`src/rtl/fifo_rd_packer_pkg.sv`:
```
// Shared constants, state codes and keep-mask helper for fifo_rd_packer.
// Optional pop counter is enabled by defining FIFO_RD_PACKER_CNT_EN.
package fifo_rd_pkg;

   localparam int DEF_DSIZE     = 8;
   localparam int DEF_OUT_BYTES = 4;

   localparam logic [1:0] ST_IDLE  = 2'd0;
   localparam logic [1:0] ST_FILL  = 2'd1;
   localparam logic [1:0] ST_FLUSH = 2'd2;

   // Mask with the low n bits set; n ranges 0..8.
   function automatic logic [7:0] keep_mask(input logic [3:0] n);
      return 8'((9'd1 << n) - 9'd1);
   endfunction

endpackage

```
`src/rtl/fifo_rd_packer_if.sv`:
```
// Packed-word valid/ready stream between fifo_rd_packer and its sink.
// Optional pop counter is enabled by defining FIFO_RD_PACKER_CNT_EN.
interface fifo_rd_packer_if #(
   parameter int DSIZE     = fifo_rd_pkg::DEF_DSIZE,
   parameter int OUT_BYTES = fifo_rd_pkg::DEF_OUT_BYTES
);

   logic [DSIZE*OUT_BYTES-1:0] out_data;
   logic [OUT_BYTES-1:0]       out_keep;
   logic                       out_last;
   logic                       out_valid;
   logic                       out_ready;

   modport master (
      output out_data,
      output out_keep,
      output out_last,
      output out_valid,
      input  out_ready
   );

   modport slave (
      input  out_data,
      input  out_keep,
      input  out_last,
      input  out_valid,
      output out_ready
   );

endinterface

```
`src/rtl/fifo_rd_packer_outreg.sv`:
```
// One-entry valid/ready output register for the packed word stream.
// Optional pop counter is enabled by defining FIFO_RD_PACKER_CNT_EN.
module fifo_rd_outreg #(
   parameter int DSIZE     = 8,
   parameter int OUT_BYTES = 4
) (
   input  logic                       rclk,
   input  logic                       rrst_n,
   input  logic                       load,
   input  logic [DSIZE*OUT_BYTES-1:0] ld_data,
   input  logic [OUT_BYTES-1:0]       ld_keep,
   input  logic                       ld_last,
   output logic                       slot_free,
   fifo_rd_packer_if.master           o
);

   // A word may load while the current one is being accepted.
   assign slot_free = !o.out_valid || o.out_ready;

   always_ff @(posedge rclk or negedge rrst_n) begin
      if (!rrst_n) begin
         o.out_valid <= 1'b0;
         o.out_data  <= '0;
         o.out_keep  <= '0;
         o.out_last  <= 1'b0;
      end else if (load) begin
         o.out_valid <= 1'b1;
         o.out_data  <= ld_data;
         o.out_keep  <= ld_keep;
         o.out_last  <= ld_last;
      end else if (o.out_ready) begin
         o.out_valid <= 1'b0;
      end
   end

endmodule

```
`src/rtl/fifo_rd_packer.sv`:
```
// Read-side FIFO consumer packing OUT_BYTES entries into one stream word.
// Optional pop counter is enabled by defining FIFO_RD_PACKER_CNT_EN.
module fifo_rd_packer
   import fifo_rd_pkg::*;
#(
   parameter int DSIZE     = DEF_DSIZE,
   parameter int OUT_BYTES = DEF_OUT_BYTES,
   parameter int IDXW      = $clog2(OUT_BYTES)
) (
   input  logic             rclk,
   input  logic             rrst_n,
   input  logic             rempty,
   input  logic [DSIZE-1:0] rdata,
   output logic             rinc,
   input  logic             flush,
   fifo_rd_packer_if.master o,
`ifdef FIFO_RD_PACKER_CNT_EN
   input  logic             cnt_clr,
   output logic [31:0]      pop_cnt,
`endif
   output logic             busy
);

   localparam int W  = DSIZE * OUT_BYTES;
   localparam int PW = W - DSIZE;
   localparam logic [IDXW-1:0] LAST = IDXW'(OUT_BYTES - 1);

   logic [1:0]           state;
   logic [IDXW-1:0]      idx;
   logic [PW-1:0]        pack;
   logic                 slot_free;
   logic                 at_last;
   logic                 flush_pend;
   logic                 full_load;
   logic                 part_load;
   logic                 load;
   logic                 ld_last;
   logic [W-1:0]         part;
   logic [W-1:0]         ld_data;
   logic [OUT_BYTES-1:0] ld_keep;

   assign flush_pend = (state == ST_FLUSH);
   assign at_last    = (idx == LAST);

   // The last slot is only popped when the word can leave immediately.
   assign rinc = rrst_n && !rempty && !flush_pend
              && (!at_last || slot_free);

   assign full_load = rinc && at_last;
   assign part_load = flush_pend && slot_free;
   assign load      = full_load || part_load;

   always_comb begin
      part = '0;
      for (int k = 0; k < OUT_BYTES - 1; k++) begin
         if (IDXW'(k) < idx)
            part[k*DSIZE +: DSIZE] = pack[k*DSIZE +: DSIZE];
      end
   end

   // The final entry bypasses pack and goes straight into the word.
   always_comb begin
      ld_data = part;
      ld_keep = OUT_BYTES'(keep_mask(4'(idx)));
      ld_last = 1'b1;
      if (full_load) begin
         ld_data = {rdata, pack};
         ld_keep = '1;
         ld_last = flush;
      end
   end

   always_ff @(posedge rclk or negedge rrst_n) begin
      if (!rrst_n) begin
         state <= ST_IDLE;
         idx   <= '0;
         pack  <= '0;
      end else if (part_load) begin
         state <= ST_IDLE;
         idx   <= '0;
      end else if (rinc) begin
         if (at_last) begin
            state <= ST_IDLE;
            idx   <= '0;
         end else begin
            pack[idx*DSIZE +: DSIZE] <= rdata;
            idx   <= idx + IDXW'(1);
            state <= flush ? ST_FLUSH : ST_FILL;
         end
      end else if (flush && state == ST_FILL) begin
         state <= ST_FLUSH;
      end
   end

   fifo_rd_outreg #(
      .DSIZE     (DSIZE),
      .OUT_BYTES (OUT_BYTES)
   ) u_outreg (
      .rclk      (rclk),
      .rrst_n    (rrst_n),
      .load      (load),
      .ld_data   (ld_data),
      .ld_keep   (ld_keep),
      .ld_last   (ld_last),
      .slot_free (slot_free),
      .o         (o)
   );

   assign busy = (idx != '0) || o.out_valid;

`ifdef FIFO_RD_PACKER_CNT_EN
   always_ff @(posedge rclk or negedge rrst_n) begin
      if (!rrst_n)
         pop_cnt <= '0;
      else if (cnt_clr)
         pop_cnt <= {31'd0, rinc};
      else if (rinc)
         pop_cnt <= pop_cnt + 32'd1;
   end
`endif

endmodule

```
`src/flat_wrapper.sv`:
```
// flat-port wrapper written by rule: the top's interface ports become plain ports
module fifo_rd_packer_flat import fifo_rd_pkg::*;
#(
   parameter int DSIZE     = DEF_DSIZE,
   parameter int OUT_BYTES = DEF_OUT_BYTES,
   parameter int IDXW      = $clog2(OUT_BYTES)
)
  (rclk, rrst_n, rempty, rdata, rinc, flush, busy, o_out_data, o_out_keep, o_out_last, o_out_valid, o_out_ready);
  fifo_rd_packer_if #(.DSIZE(DSIZE), .OUT_BYTES(OUT_BYTES)) o_i ();
  input  logic rclk;
  input  logic rrst_n;
  input  logic rempty;
  input  logic [DSIZE-1:0] rdata;
  output logic rinc;
  input  logic flush;
  output logic busy;
  output wire logic [$bits(o_i.out_data)-1:0] o_out_data;
  output wire logic [$bits(o_i.out_keep)-1:0] o_out_keep;
  output wire logic [$bits(o_i.out_last)-1:0] o_out_last;
  output wire logic [$bits(o_i.out_valid)-1:0] o_out_valid;
  input wire logic [$bits(o_i.out_ready)-1:0] o_out_ready;
  assign o_out_data = o_i.out_data;
  assign o_out_keep = o_i.out_keep;
  assign o_out_last = o_i.out_last;
  assign o_out_valid = o_i.out_valid;
  assign o_i.out_ready = o_out_ready;
  fifo_rd_packer #(.DSIZE(DSIZE), .OUT_BYTES(OUT_BYTES), .IDXW(IDXW)) u_core (.rclk(rclk), .rrst_n(rrst_n), .rempty(rempty), .rdata(rdata), .rinc(rinc), .flush(flush), .o(o_i), .busy(busy));
endmodule
```
`config.mk`:
```
export PLATFORM = sky130hd
export DESIGN_NAME = fifo_rd_packer_flat
export DESIGN_NICKNAME = d
export VERILOG_FILES = /design/src/rtl/fifo_rd_packer_pkg.sv /design/src/rtl/fifo_rd_packer_if.sv /design/src/rtl/fifo_rd_packer_outreg.sv /design/src/rtl/fifo_rd_packer.sv /design/src/flat_wrapper.sv
export SDC_FILE = /design/constraint.sdc
export NUM_CORES = 1
export LEC_CHECK = 0
export BUFFER_PORTS_ARGS = -buffer_cell sky130_fd_sc_hd__buf_2
export CORE_UTILIZATION = 50
export CTS_BUF_LIST = sky130_fd_sc_hd__clkbuf_4 sky130_fd_sc_hd__clkbuf_8
export DETAILED_ROUTE_END_ITERATION = 10
export PLACE_DENSITY_LB_ADDON = 0.25
export SYNTH_ARGS = -nofsm -noshare
export SYNTH_HDL_FRONTEND = slang
export SYNTH_HIERARCHICAL = 1
export SYNTH_SLANG_ARGS = --single-unit
```
`constraint.sdc`:
```
create_clock -name rclk -period 2.9 [get_ports rclk]
set_clock_uncertainty 0.15 [all_clocks]
set_input_delay 0.29 -clock rclk [delete_from_list [all_inputs] [get_ports rclk]]
set_output_delay 0.29 -clock rclk [all_outputs]
set_load 0.02 [all_outputs]
```
==> insert_results.sql, run 1 <==
INSERT INTO impl_metrics (metric_group, metric, value, unit) VALUES
('status', 'status', 'complete, no violations', ''),
('sta', 'slew_headroom', '53.25', '%'),
('clocking', 'ctsHtreeMaxLevel', '3', ''),
('synthesis', 'ys_warn_count', '6', ''),
('sta', 'timing.setup.tns', '0', 'ns'),
('clocking', 'cts.sinks', '66', ''),
('sta', 'worst_slew_pin_slew', '0.6960', 'ns'),
('setup_path', 'path_class', 'primary input to flop', ''),
('route', 'detail_route.iter0.violations', '111', ''),
('pwr', 'power_density', '1006', 'nW/um^2'),
('finish', 'antenna_cells_inserted', '0', ''),
('finish', 'post_layout_instance_count_excluding_filler_cells', '414', ''),
('global_routing', 'grt_first_pass_wirelength', '10.32', 'mm'),
('worst_hold_path', 'worstHoldStart', 'flush', ''),
('setup_path', 'critical_path.endpoint_type', 'flop', ''),
('route', 'routedWlPerCell', '15.62', 'um'),
('synthesis', 'syn_inst', '272', ''),
('finish', 'most-common-layout-cells', 'dfrtp_1, buf_2, inv_1', ''),
('sta', 'rsz0062_at_grt', 'no', ''),
('die', 'chipHeight', '82.20', 'um'),
('clocking', 'clockRootBuffer', 'clkbuf_8', ''),
('finish', 'leading_cell_type_in_the_layout_fill_and_taps_excluded', 'dfrtp_1', ''),
('die', 'floorplan.die_area', '6756', 'um^2'),
('finish', 'fillCellCount', '498', ''),
('clocking', 'cts_inserted_buffers', '9', ''),
('clocking', 'cts.clk_slew.worst_paths', '0.06', 'ns'),
('global_routing', 'antenna_violations_before_repair', '0', ''),
('finish', 'design_area', '3782', 'um^2'),
('clocking', 'number_of_cells_upsized_or_downsized_after_cts', '0', ''),
('pwr', 'leakage', '1.853', 'nW'),
('setup_path', 'worst_path_dominant_cell_family', 'buffers and inverters', ''),
('synthesis', 'ys_seq_area_share', '51.36', '%'),
('synthesis', 'synth_enable_flop_cells', '0', ''),
('worst_hold_path', 'min_path_cells', '2', ''),
('setup_path', 'worstRegToRegCells', '5', ''),
('synthesis', 'synth_async_sr_flop_share', '100.0', '%'),
('synthesis', 'ys.flop_type', 'dfrtp_1', ''),
('clocking', 'cts_tree', 'done', ''),
('placed_design', 'place.gp.congestion', '0.9119', ''),
('setup_path', 'reg2reg_setup_slack', '0.66', 'ns'),
('setup_path', 'cell_seen_most_often_among_critical_path_stages', 'nand2b_1', ''),
('worst_hold_path', 'min-delay-path-class', 'primary input to flop', ''),
('setup_path', 'worst-path-buf-inv', '3', ''),
('synthesis', 'synth.net_count', '292', ''),
('setup_path', 'worst-path-max-fanout', '31', ''),
('sta', 'setup_viol', '0', ''),
('synthesis', 'synth_cell_types', '36', ''),
('finish', 'finalNetCount', '355', ''),
('sta', 'timing.final.hold_violations', '0', ''),
('placed_design', 'number_of_port_buffers', '52', ''),
('sta', 'finalHoldWorstSlack', '0.02500', 'ns'),
('die', 'fp.coreArea', '6061', 'um^2'),
('route', 'detail_route.wirelength', '6.465', 'mm'),
('setup_path', 'cp_data_required_time', '2.96', 'ns'),
('setup_path', 'startpoint_type', 'primary input', ''),
('synthesis', 'syn-mean-instance-area', '11.82', 'um^2'),
('job', 'number_of_max_cap_violations', '0', ''),
('placed_design', 'post_dp_cell_area', '3580', 'um^2'),
('die', 'initial_core_util', '53.06', '%'),
('die', 'rows', '28', ''),
('setup_path', 'reg2reg_from', 'u_core/idx[0]', ''),
('die', 'io_pins', '53', ''),
('die', 'die_width', '82.20', 'um'),
('setup_path', 'regToRegEndpoint', 'u_core/u_outreg/o.out_last', ''),
('global_routing', 'track_usage', '21.40', '%'),
('pwr', 'ir_worst_vdd', '0.4759', 'mV'),
('worst_hold_path', 'hold_end', 'u_core/state[0]', ''),
('route', 'vias', '2130', ''),
('global_routing', 'grt_pass1_vias', '2100', ''),
('route', 'drtAntennaViolNets', '0', ''),
('setup_path', 'crit_path_top_delay_cell', 'dlygate4sd3_1', '');
## cells by family (layout without fill, tap and decap cells)
| family | after synthesis | in the layout | synth area share (%) |
|---|---|---|---|
| and+or+nand+nor | 81 | 81 | 14.16 |
| DFF | 66 | 66 | 51.36 |
| muxes | 61 | 61 | 22.65 |
| buffers and inverters | 37 | 104 | 5.330 |
| AOI/OAI and AO/OA | 19 | 19 | 3.502 |
| adders and majority gates | 7 | 7 | 2.724 |
| xor gates and xnor gates | 1 | 1 | 0.2724 |
## repair_timing
item                      CTS  global route
setup buffers               0             0
hold endpoints to repair   26             0
hold buffers                1             0
## report_power, final
part / leakage, nW / internal [W] / switching [W]
Clock: 0.0941 / 0.000412 / 0.000344
Sequential: 0.882 / 0.00126 / 0.000181
Combinational: 0.878 / 0.000688 / 0.000917
Total: 1.85 / 0.00236 / 0.00144
## routing by layer
layer  wire (um)  track usage [%]
met5           0                0
met4          83            10.18
met3         293            4.615
met1        3149            29.34
met2        2939            32.23
## registers in the layout, summed over array words and instances, names as in the netlist
register                     flops
u_core/pack                     24
u_core/u_outreg/o.out_valid      1
u_core/idx                       2
u_core/u_outreg/o.out_last       1
u_core/u_outreg/o.out_data      32
u_core/state                     2
u_core/u_outreg/o.out_keep       4
## Yosys cell counts (all sizes together) (2+ instances only)
library cell / count / area (um^2)
dfrtp: 66 / 1652
nand2b: 5 / 31.28
mux2: 37 / 488.0
and2: 17 / 106.4
ha: 7 / 87.58
a31oi: 3 / 18.77
and4: 2 / 17.52
nand2: 26 / 97.59
mux2i: 24 / 240.2
nor2: 18 / 67.56
inv: 29 / 108.9
buf: 7 / 58.80
a21oi: 6 / 30.03
a211oi: 3 / 22.52
nor3b: 2 / 20.02
nor2b: 2 / 15.02
o21ai: 5 / 25.02
## worst max-delay path by stage
stage               slack (ns)                              to  cells after the start
finish                    0.57      u_core/u_outreg/o.out_last                      7
global route              0.37      u_core/u_outreg/o.out_last                      7
CTS                       0.53      u_core/u_outreg/o.out_last                      7
detailed placement        0.66      u_core/u_outreg/o.out_last                      5
global placement          0.73   u_core/u_outreg/o.out_keep[3]                      5
floorplan                 0.89  u_core/u_outreg/o.out_data[19]                      6
## through the flow
| step | total power, W | util (%) | setup slack, ns |
|---|---|---|---|
| CTS | 0.003836 | 62.41 | 0.5303 |
| global route | 0.004057 | 62.41 | 0.3713 |
| floorplan | 0.002593 | - | 0.8900 |
| finish | 0.003805 | 62.41 | 0.5664 |
| detailed placement | 0.003061 | 59.06 | 0.6637 |
| global placement | 0.003028 | 59.06 | 0.7320 |
## final cells by class
class	instances	area (um^2)	area share (%)
Clock buffer	10	137.6	3.639
Clock inverter	5	55.05	1.456
Inverter	29	108.9	2.878
Multi-Input combinational cell	169	1400	37.02
Sequential cell	66	1652	43.67
Tap cell	75	93.84	2.481
Timing Repair Buffer	60	335.3	8.865
Power figures use the tool's default switching activity.
==> inputs of run 2 (changes only) <==
- clock period: 2.9 -> 2.3 ns (I/O delays scaled with it)
==> run 2 against run 1 <==
- utilization is 0.78 points higher
- non-clock buffer count is 6 higher
- setup slack worse by 0.46 ns
- via count is 2.5% higher
- final area is 1.3% higher
- register-to-register slack worse by 0.37 ns
- count of clock-buffer cells in the layout is 4 higher
- critical path depth is 1 lower
- worst hold slack better by 0.021 ns
- sequential cell count stayed put
- final cell count is 1.7% higher
- sequential share of layout area is 0.54 points lower
- largest cell class unchanged
==> insert_results.sql, run 2 (synthesis gave the netlist of run 1 again) <==
INSERT INTO impl_metrics (metric_group, metric, value, unit) VALUES
('setup_path', 'crit_path_cell_trace', 'buf_4 > inv_1 > ha_2 > buf_4 > or2b_1 > buf_2', ''),
('sta', 'timing.setup.tns', '0', 'ns'),
('route', 'detail_route.iter0.violations', '124', ''),
('finish', 'fillCellCount', '514', ''),
('die', 'floorplan.die_area', '6756', 'um^2'),
('finish', 'layout-drive-gt1-share', '36.71', '%'),
('finish', 'most-common-layout-cells', 'dfrtp_1, buf_2, inv_1', ''),
('finish', 'design_area', '3830', 'um^2'),
('clocking', 'worst_skew_pair_later_pin_latency', '0.34', 'ns'),
('die', 'rows', '28', ''),
('finish', 'max_ffs_per_register', '32', ''),
('die', 'chipHeight', '82.20', 'um'),
('clocking', 'cts_inserted_buffers', '9', ''),
('pwr', 'seqPwrFrac', '37.4', '%'),
('finish', 'finish.utilization', '63.19', '%'),
('route', 'drt_pre_antenna_iters', '4', ''),
('setup_path', 'path_class', 'flop to primary output', ''),
('global_routing', 'grt_remaining_overflow', '0', ''),
('die', 'die_width', '82.20', 'um'),
('finish', 'largestRegisters', 'u_core/u_outreg/o.out_data: 32 flops, u_core/pack: 24 flops, u_core/u_outreg/o.out_keep: 4 flops', ''),
('pwr', 'net_switching_fraction_of_the_power', '38.06', '%'),
('global_routing', 'grt_max_degree', '46', ''),
('route', 'drtAntennaViolNets', '0', ''),
('setup_path', 'cp_data_required_time', '1.92', 'ns'),
('clocking', 'cts.path.max_buffers', '2', ''),
('global_routing', 'grt_pass1_vias', '2210', ''),
('finish', 'leading_cell_type_in_the_layout_fill_and_taps_excluded', 'dfrtp_1', ''),
('placed_design', 'number_of_port_buffers', '52', ''),
('setup_path', 'cell_seen_most_often_among_critical_path_stages', 'buf_4', ''),
('route', 'routed_via_density', '5.185', ''),
('clocking', 'cts.clk_slew.worst_paths', '0.07', 'ns'),
('sta', 'rsz0062_at_grt', 'no', ''),
('setup_path', 'critical-path-max-stage-delay', '0.40', 'ns'),
('global_routing', 'track_usage', '23.19', '%'),
('placed_design', 'detailed_place_hpwl', '4.574', 'mm'),
('finish', 'finalNetCount', '361', ''),
('die', 'fp.coreArea', '6061', 'um^2'),
('placed_design', 'placement.setup.worst_slack', '0.2778', 'ns'),
('sta', 'slew_headroom', '51.44', '%'),
('status', 'status', 'complete, no violations', ''),
('sta', 'setup_ws', '0.1067', 'ns'),
('placed_design', 'post_dp_cell_area', '3617', 'um^2'),
('sta', 'finalCriticalPeriod', '2.193', 'ns'),
('route', 'vias', '2183', ''),
('clocking', 'cts.sinks', '66', ''),
('sta', 'final_max_slew_viol_count', '0', ''),
('die', 'io_pins', '53', ''),
('route', 'routedWlPerCell', '16.11', 'um'),
('global_routing', 'grt_first_pass_wirelength', '11.26', 'mm'),
('pwr', 'power_density', '1260', 'nW/um^2'),
('sta', 'worst_slew_pin_slew', '0.7223', 'ns'),
('pwr', 'leakage', '1.892', 'nW'),
('route', 'drc_errors', '0', ''),
('pwr', 'pwr-share-clk', '19.2', '%'),
('pwr', 'ir_worst_vdd', '0.6211', 'mV'),
('setup_path', 'startpoint_type', 'flop', ''),
('placed_design', 'place.gp.congestion', '0.8318', ''),
('sta', 'max_freq', '455.9', 'MHz'),
('global_routing', 'antenna_violations_before_repair', '0', ''),
('pwr', 'net-switching-power', '0.001837', 'W'),
('pwr', 'combPwrFrac', '43.3', '%'),
('finish', 'largest_register', 'u_core/u_outreg/o.out_data', ''),
('sta', 'setup_viol', '0', ''),
('sta', 'timing.final.hold_violations', '0', ''),
('clocking', 'clockRootBuffer', 'clkbuf_8', ''),
('route', 'detail_route.wirelength', '6.784', 'mm'),
('finish', 'antenna_cells_inserted', '0', ''),
('worst_hold_path', 'min-delay-path-class', 'primary input to flop', ''),
('setup_path', 'crit_path_top_delay_cell', 'dfrtp_1', ''),
('finish', 'flow.area_growth_from_synthesis', '19.10', '%'),
('clocking', 'ctsHtreeMaxLevel', '3', ''),
('setup_path', 'critical_path.endpoint_type', 'primary output', ''),
('die', 'initial_core_util', '53.06', '%'),
('setup_path', 'worst-path-max-fanout', '9', ''),
('sta', 'finalCritPeriodShare', '95.36', '%'),
('setup_path', 'worst_ep_arrival_time', '1.81', 'ns'),
('clocking', 'cts_tree', 'done', ''),
('job', 'number_of_max_cap_violations', '0', ''),
('pwr', 'intPower', '0.002989', 'W');
-- run 2: changes by cell type in the layout (fill, tap and decap cells not counted), sizes merged --
cell	before	now
buf	59	64
clkbuf	10	14
clkinvlp	2	0
bufinv	1	0
dlygate4sd3	1	2
-- run 2: repair_timing --
item / 4_1_cts / 5_1_grt
hold buffers: 2 / 0
buffers inserted: 0 / 0
endpoints found under the hold margin: 67 / 0
endpoints found under the setup margin: 0 / 1
gates resized for setup: 0 / 1
-- run 2: worst paths after layout --
path / from / end / slack [ns] / depth (start not counted)
min in group asynchronous: rrst_n / u_core/state[1] / 0.34 / 3
worst min register to register: u_core/u_outreg/o.out_data[0] / u_core/u_outreg/o.out_data[0] / 0.35 / 1
worst min-delay path: rdata[1] / u_core/pack[1] / 0.05 / 3
worst max-delay path: u_core/idx[0] / busy / 0.11 / 6
worst max register to register: u_core/idx[1] / u_core/u_outreg/o.out_keep[1] / 0.29 / 6
max in group asynchronous: rrst_n / u_core/pack[17] / 1.16 / 3
-- run 2: critical path: cells and delay by family, from the launching register on --
family / cells / cell delay [ns]
adders and majority gates: 1 / 0.22
buffers and inverters: 4 / 0.62
DFF: 1 / 0.40
and+or+nand+nor: 1 / 0.23
-- run 2: metal layers --
metal,track usage [%],part of all wire (%)
met1,31.91,48
met2,35.54,46
met3,4.725,4.1
met4,9.825,1.6
met5,0,0
-- run 2: through the flow --
step	total power (W)	std cells	hold WS (ns)
after floorplan	0.003270	272	-0.2156
after global placement	0.003838	403	0.1520
after detailed placement	0.003912	403	0.1435
after CTS	0.004858	421	0.03641
after global routing	0.005164	421	0.04391
final	0.004826	421	0.04634
-- run 2: final cells by class --
class / instances / area (um^2) / area share (%)
clock buffer: 14 / 180.2 / 4.704
clock inverter: 2 / 10.01 / 0.2614
inverter: 29 / 108.9 / 2.842
multi-input combinational: 169 / 1403 / 36.62
sequential: 66 / 1652 / 43.12
tap: 75 / 93.84 / 2.450
timing repair buffer: 66 / 382.9 / 9.997
-- run 2: power groups by stage --
stage,Combinational [W],Sequential (W),Clock [W]
floorplan,0.00118,0.00209,0
global placement,0.00203,0.00181,0
detailed placement,0.00208,0.00183,0
CTS,0.00210,0.00181,0.000947
global route,0.00230,0.00186,0.00100
finish,0.00209,0.00181,0.000928
==> inputs of run 3 (changes only) <==
- MAX_ROUTING_LAYER: not set -> met4
==> run 3 against run 2 <==
- clock power about the same
- sequential power about the same
- combinational power about the same
- critical endpoint unchanged
- first-iteration DRC count increased by 0.81%
- highest routed layer unchanged
- critical path depth unchanged
- final area unchanged
- register-to-register slack about the same
- global-route usage increased by 0.68 points
- utilization unchanged
- setup slack improved by 0.0044 ns
- sequential cell count unchanged
- fmax increased by 0.20%
==> insert_results.sql, run 3 (synthesis gave the netlist of run 1 again) <==
INSERT INTO impl_metrics (metric_group, metric, value, unit) VALUES
('job', 'number_of_max_cap_violations', '0', ''),
('worst_hold_path', 'min-delay-path-class', 'primary input to flop', ''),
('global_routing', 'grt_pass1_vias', '2212', ''),
('clocking', 'cts.clk_slew.worst_paths', '0.07', 'ns'),
('pwr', 'leakage', '1.892', 'nW'),
('sta', 'slew_headroom', '51.44', '%'),
('sta', 'final_max_slew_viol_count', '0', ''),
('setup_path', 'worst-path-max-fanout', '9', ''),
('placed_design', 'number_of_port_buffers', '52', ''),
('finish', 'leading_cell_type_in_the_layout_fill_and_taps_excluded', 'dfrtp_1', ''),
('die', 'io_pins', '53', ''),
('placed_design', 'post_dp_cell_area', '3617', 'um^2'),
('die', 'die_width', '82.20', 'um'),
('clocking', 'number_of_post_cts_setup_repair_buffers', '0', ''),
('setup_path', 'worst_path_dominant_cell_family', 'buffers and inverters', ''),
('setup_path', 'critical_path.endpoint_type', 'primary output', ''),
('die', 'chipHeight', '82.20', 'um'),
('global_routing', 'antenna_violations_before_repair', '0', ''),
('route', 'drtAntennaViolNets', '0', ''),
('setup_path', 'cp_data_required_time', '1.92', 'ns'),
('clocking', 'cts_inserted_buffers', '9', ''),
('die', 'floorplan.die_area', '6756', 'um^2'),
('global_routing', 'grt_first_pass_wirelength', '11.25', 'mm'),
('sta', 'timing.setup.tns', '0', 'ns'),
('pwr', 'ir_worst_vdd', '0.6201', 'mV'),
('setup_path', 'critical-path-max-stage-delay', '0.40', 'ns'),
('finish', 'most-common-layout-cells', 'dfrtp_1, buf_2, inv_1', ''),
('sta', 'finalCritPeriodShare', '95.17', '%'),
('die', 'rows', '28', ''),
('sta', 'setup_viol', '0', ''),
('sta', 'finalCriticalPeriod', '2.189', 'ns'),
('finish', 'largestRegisters', 'u_core/u_outreg/o.out_data: 32 flops, u_core/pack: 24 flops, u_core/u_outreg/o.out_keep: 4 flops', ''),
('clocking', 'cts.path.max_buffers', '2', ''),
('sta', 'timing.final.hold_violations', '0', ''),
('finish', 'finalNetCount', '361', ''),
('finish', 'max_ffs_per_register', '32', ''),
('finish', 'flow.area_growth_from_synthesis', '19.10', '%'),
('setup_path', 'cell_seen_most_often_among_critical_path_stages', 'buf_4', ''),
('clocking', 'cts_tree', 'done', ''),
('global_routing', 'track_usage', '23.87', '%'),
('sta', 'max_freq', '456.9', 'MHz'),
('status', 'status', 'complete, no violations', ''),
('finish', 'layout-drive-gt1-share', '36.71', '%'),
('finish', 'design_area', '3830', 'um^2'),
('route', 'drt_pre_antenna_iters', '4', ''),
('setup_path', 'path_class', 'flop to primary output', ''),
('pwr', 'power_density', '1260', 'nW/um^2'),
('die', 'initial_core_util', '53.06', '%'),
('setup_path', 'worst_ep_arrival_time', '1.81', 'ns'),
('clocking', 'ctsHtreeMaxLevel', '3', ''),
('route', 'detail_route.iter0.violations', '125', ''),
('setup_path', 'crit_path_cell_trace', 'buf_4 > inv_1 > ha_2 > buf_4 > or2b_1 > buf_2', ''),
('placed_design', 'dp.cells', '403', ''),
('die', 'fp.coreArea', '6061', 'um^2'),
('sta', 'rsz0062_at_grt', 'no', ''),
('clocking', 'cts.sinks', '66', ''),
('setup_path', 'crit_path_top_delay_cell', 'dfrtp_1', ''),
('route', 'detail_route.wirelength', '6.812', 'mm'),
('clocking', 'clockRootBuffer', 'clkbuf_8', ''),
('finish', 'post_layout_instance_count_excluding_filler_cells', '421', ''),
('setup_path', 'worst-path-buf-inv', '4', ''),
('setup_path', 'startpoint_type', 'flop', ''),
('route', 'routed_via_density', '5.171', ''),
('global_routing', 'grt_max_degree', '46', ''),
('clocking', 'worst_skew_pair_later_pin_latency', '0.34', 'ns'),
('finish', 'largest_register', 'u_core/u_outreg/o.out_data', ''),
('placed_design', 'detailed_place_hpwl', '4.574', 'mm'),
('placed_design', 'place.gp.congestion', '0.8445', ''),
('finish', 'antenna_cells_inserted', '0', ''),
('sta', 'worst_slew_pin_slew', '0.7223', 'ns'),
('route', 'vias', '2177', ''),
('route', 'routedWlPerCell', '16.18', 'um'),
('finish', 'fillCellCount', '514', ''),
('route', 'drc_errors', '0', ''),
('global_routing', 'grt_remaining_overflow', '0', '');
[run 3: power by group]
| part | leakage [nW] | internal, W | total [W] | switching [W] |
|---|---|---|---|---|
| registers | 0.882 | 0.00159 | 0.00181 | 0.000214 |
| logic | 0.907 | 0.000895 | 0.00209 | 0.00120 |
| clock network | 0.103 | 0.000501 | 0.000928 | 0.000426 |
[run 3: final timing paths]
kind	from	endpoint	slack [ns]	cells past startpoint
max	u_core/idx[0]	busy	0.11	6
min	rdata[0]	u_core/pack[8]	0.05	3
max reg2reg	u_core/idx[1]	u_core/u_outreg/o.out_keep[1]	0.29	6
min reg2reg	u_core/u_outreg/o.out_data[0]	u_core/u_outreg/o.out_data[0]	0.35	1
max in group asynchronous	rrst_n	u_core/pack[17]	1.16	3
min in group asynchronous	rrst_n	u_core/state[1]	0.34	3
[run 3: final cells by class]
type                       instances  area [um^2]  area share [%]
clock buffer                      14        180.2           4.704
clock inverter                     2        10.01          0.2614
inverter                          29        108.9           2.842
multi-input combinational        169         1403           36.62
sequential                        66         1652           43.12
tap                               75        93.84           2.450
timing repair buffer              66        382.9           9.997
[run 3: per-layer routing]
| metal | share of wire, % | global-route usage, % | vias to the layer above |
|---|---|---|---|
| met3 | 4.3 | 4.615 | 9 |
| met4 | 1.2 | 9.825 | 0 |
| met2 | 46 | 35.79 | 62 |
| li1 | - | - | 1041 |
| met5 | 0 | - | - |
| met1 | 48 | 31.77 | 1065 |
[run 3: worst reg2reg max path, delay by kind of cell, from the launching register on]
family	cells	cell delay (ns)
AOI/OAI and AO/OA	1	0.10
adders and majority gates	1	0.25
buffers and inverters	2	0.42
DFF	1	0.43
muxes	1	0.43
and+or+nand+nor	1	0.12
[run 3: per-stage QoR]
step | setup slack, ns | utilization (%) | total power, W | hold slack [ns]
2_1_floorplan | 0.2900 | - | 0.003270 | -0.2156
3_3_place_gp | 0.3628 | 59.68 | 0.003838 | 0.1520
6_report | 0.1111 | 63.19 | 0.004826 | 0.04764
5_1_grt | 0.01744 | 63.19 | 0.005164 | 0.04393
4_1_cts | 0.08002 | 63.15 | 0.004858 | 0.03641
3_5_place_dp | 0.2778 | 59.68 | 0.003912 | 0.1435
[run 3: what timing repair did]
action | in CTS | in global routing
resized for setup | 0 | 1
hold buffers | 2 | 0
endpoints found under the hold margin | 67 | 0
endpoints found under the setup margin | 0 | 1
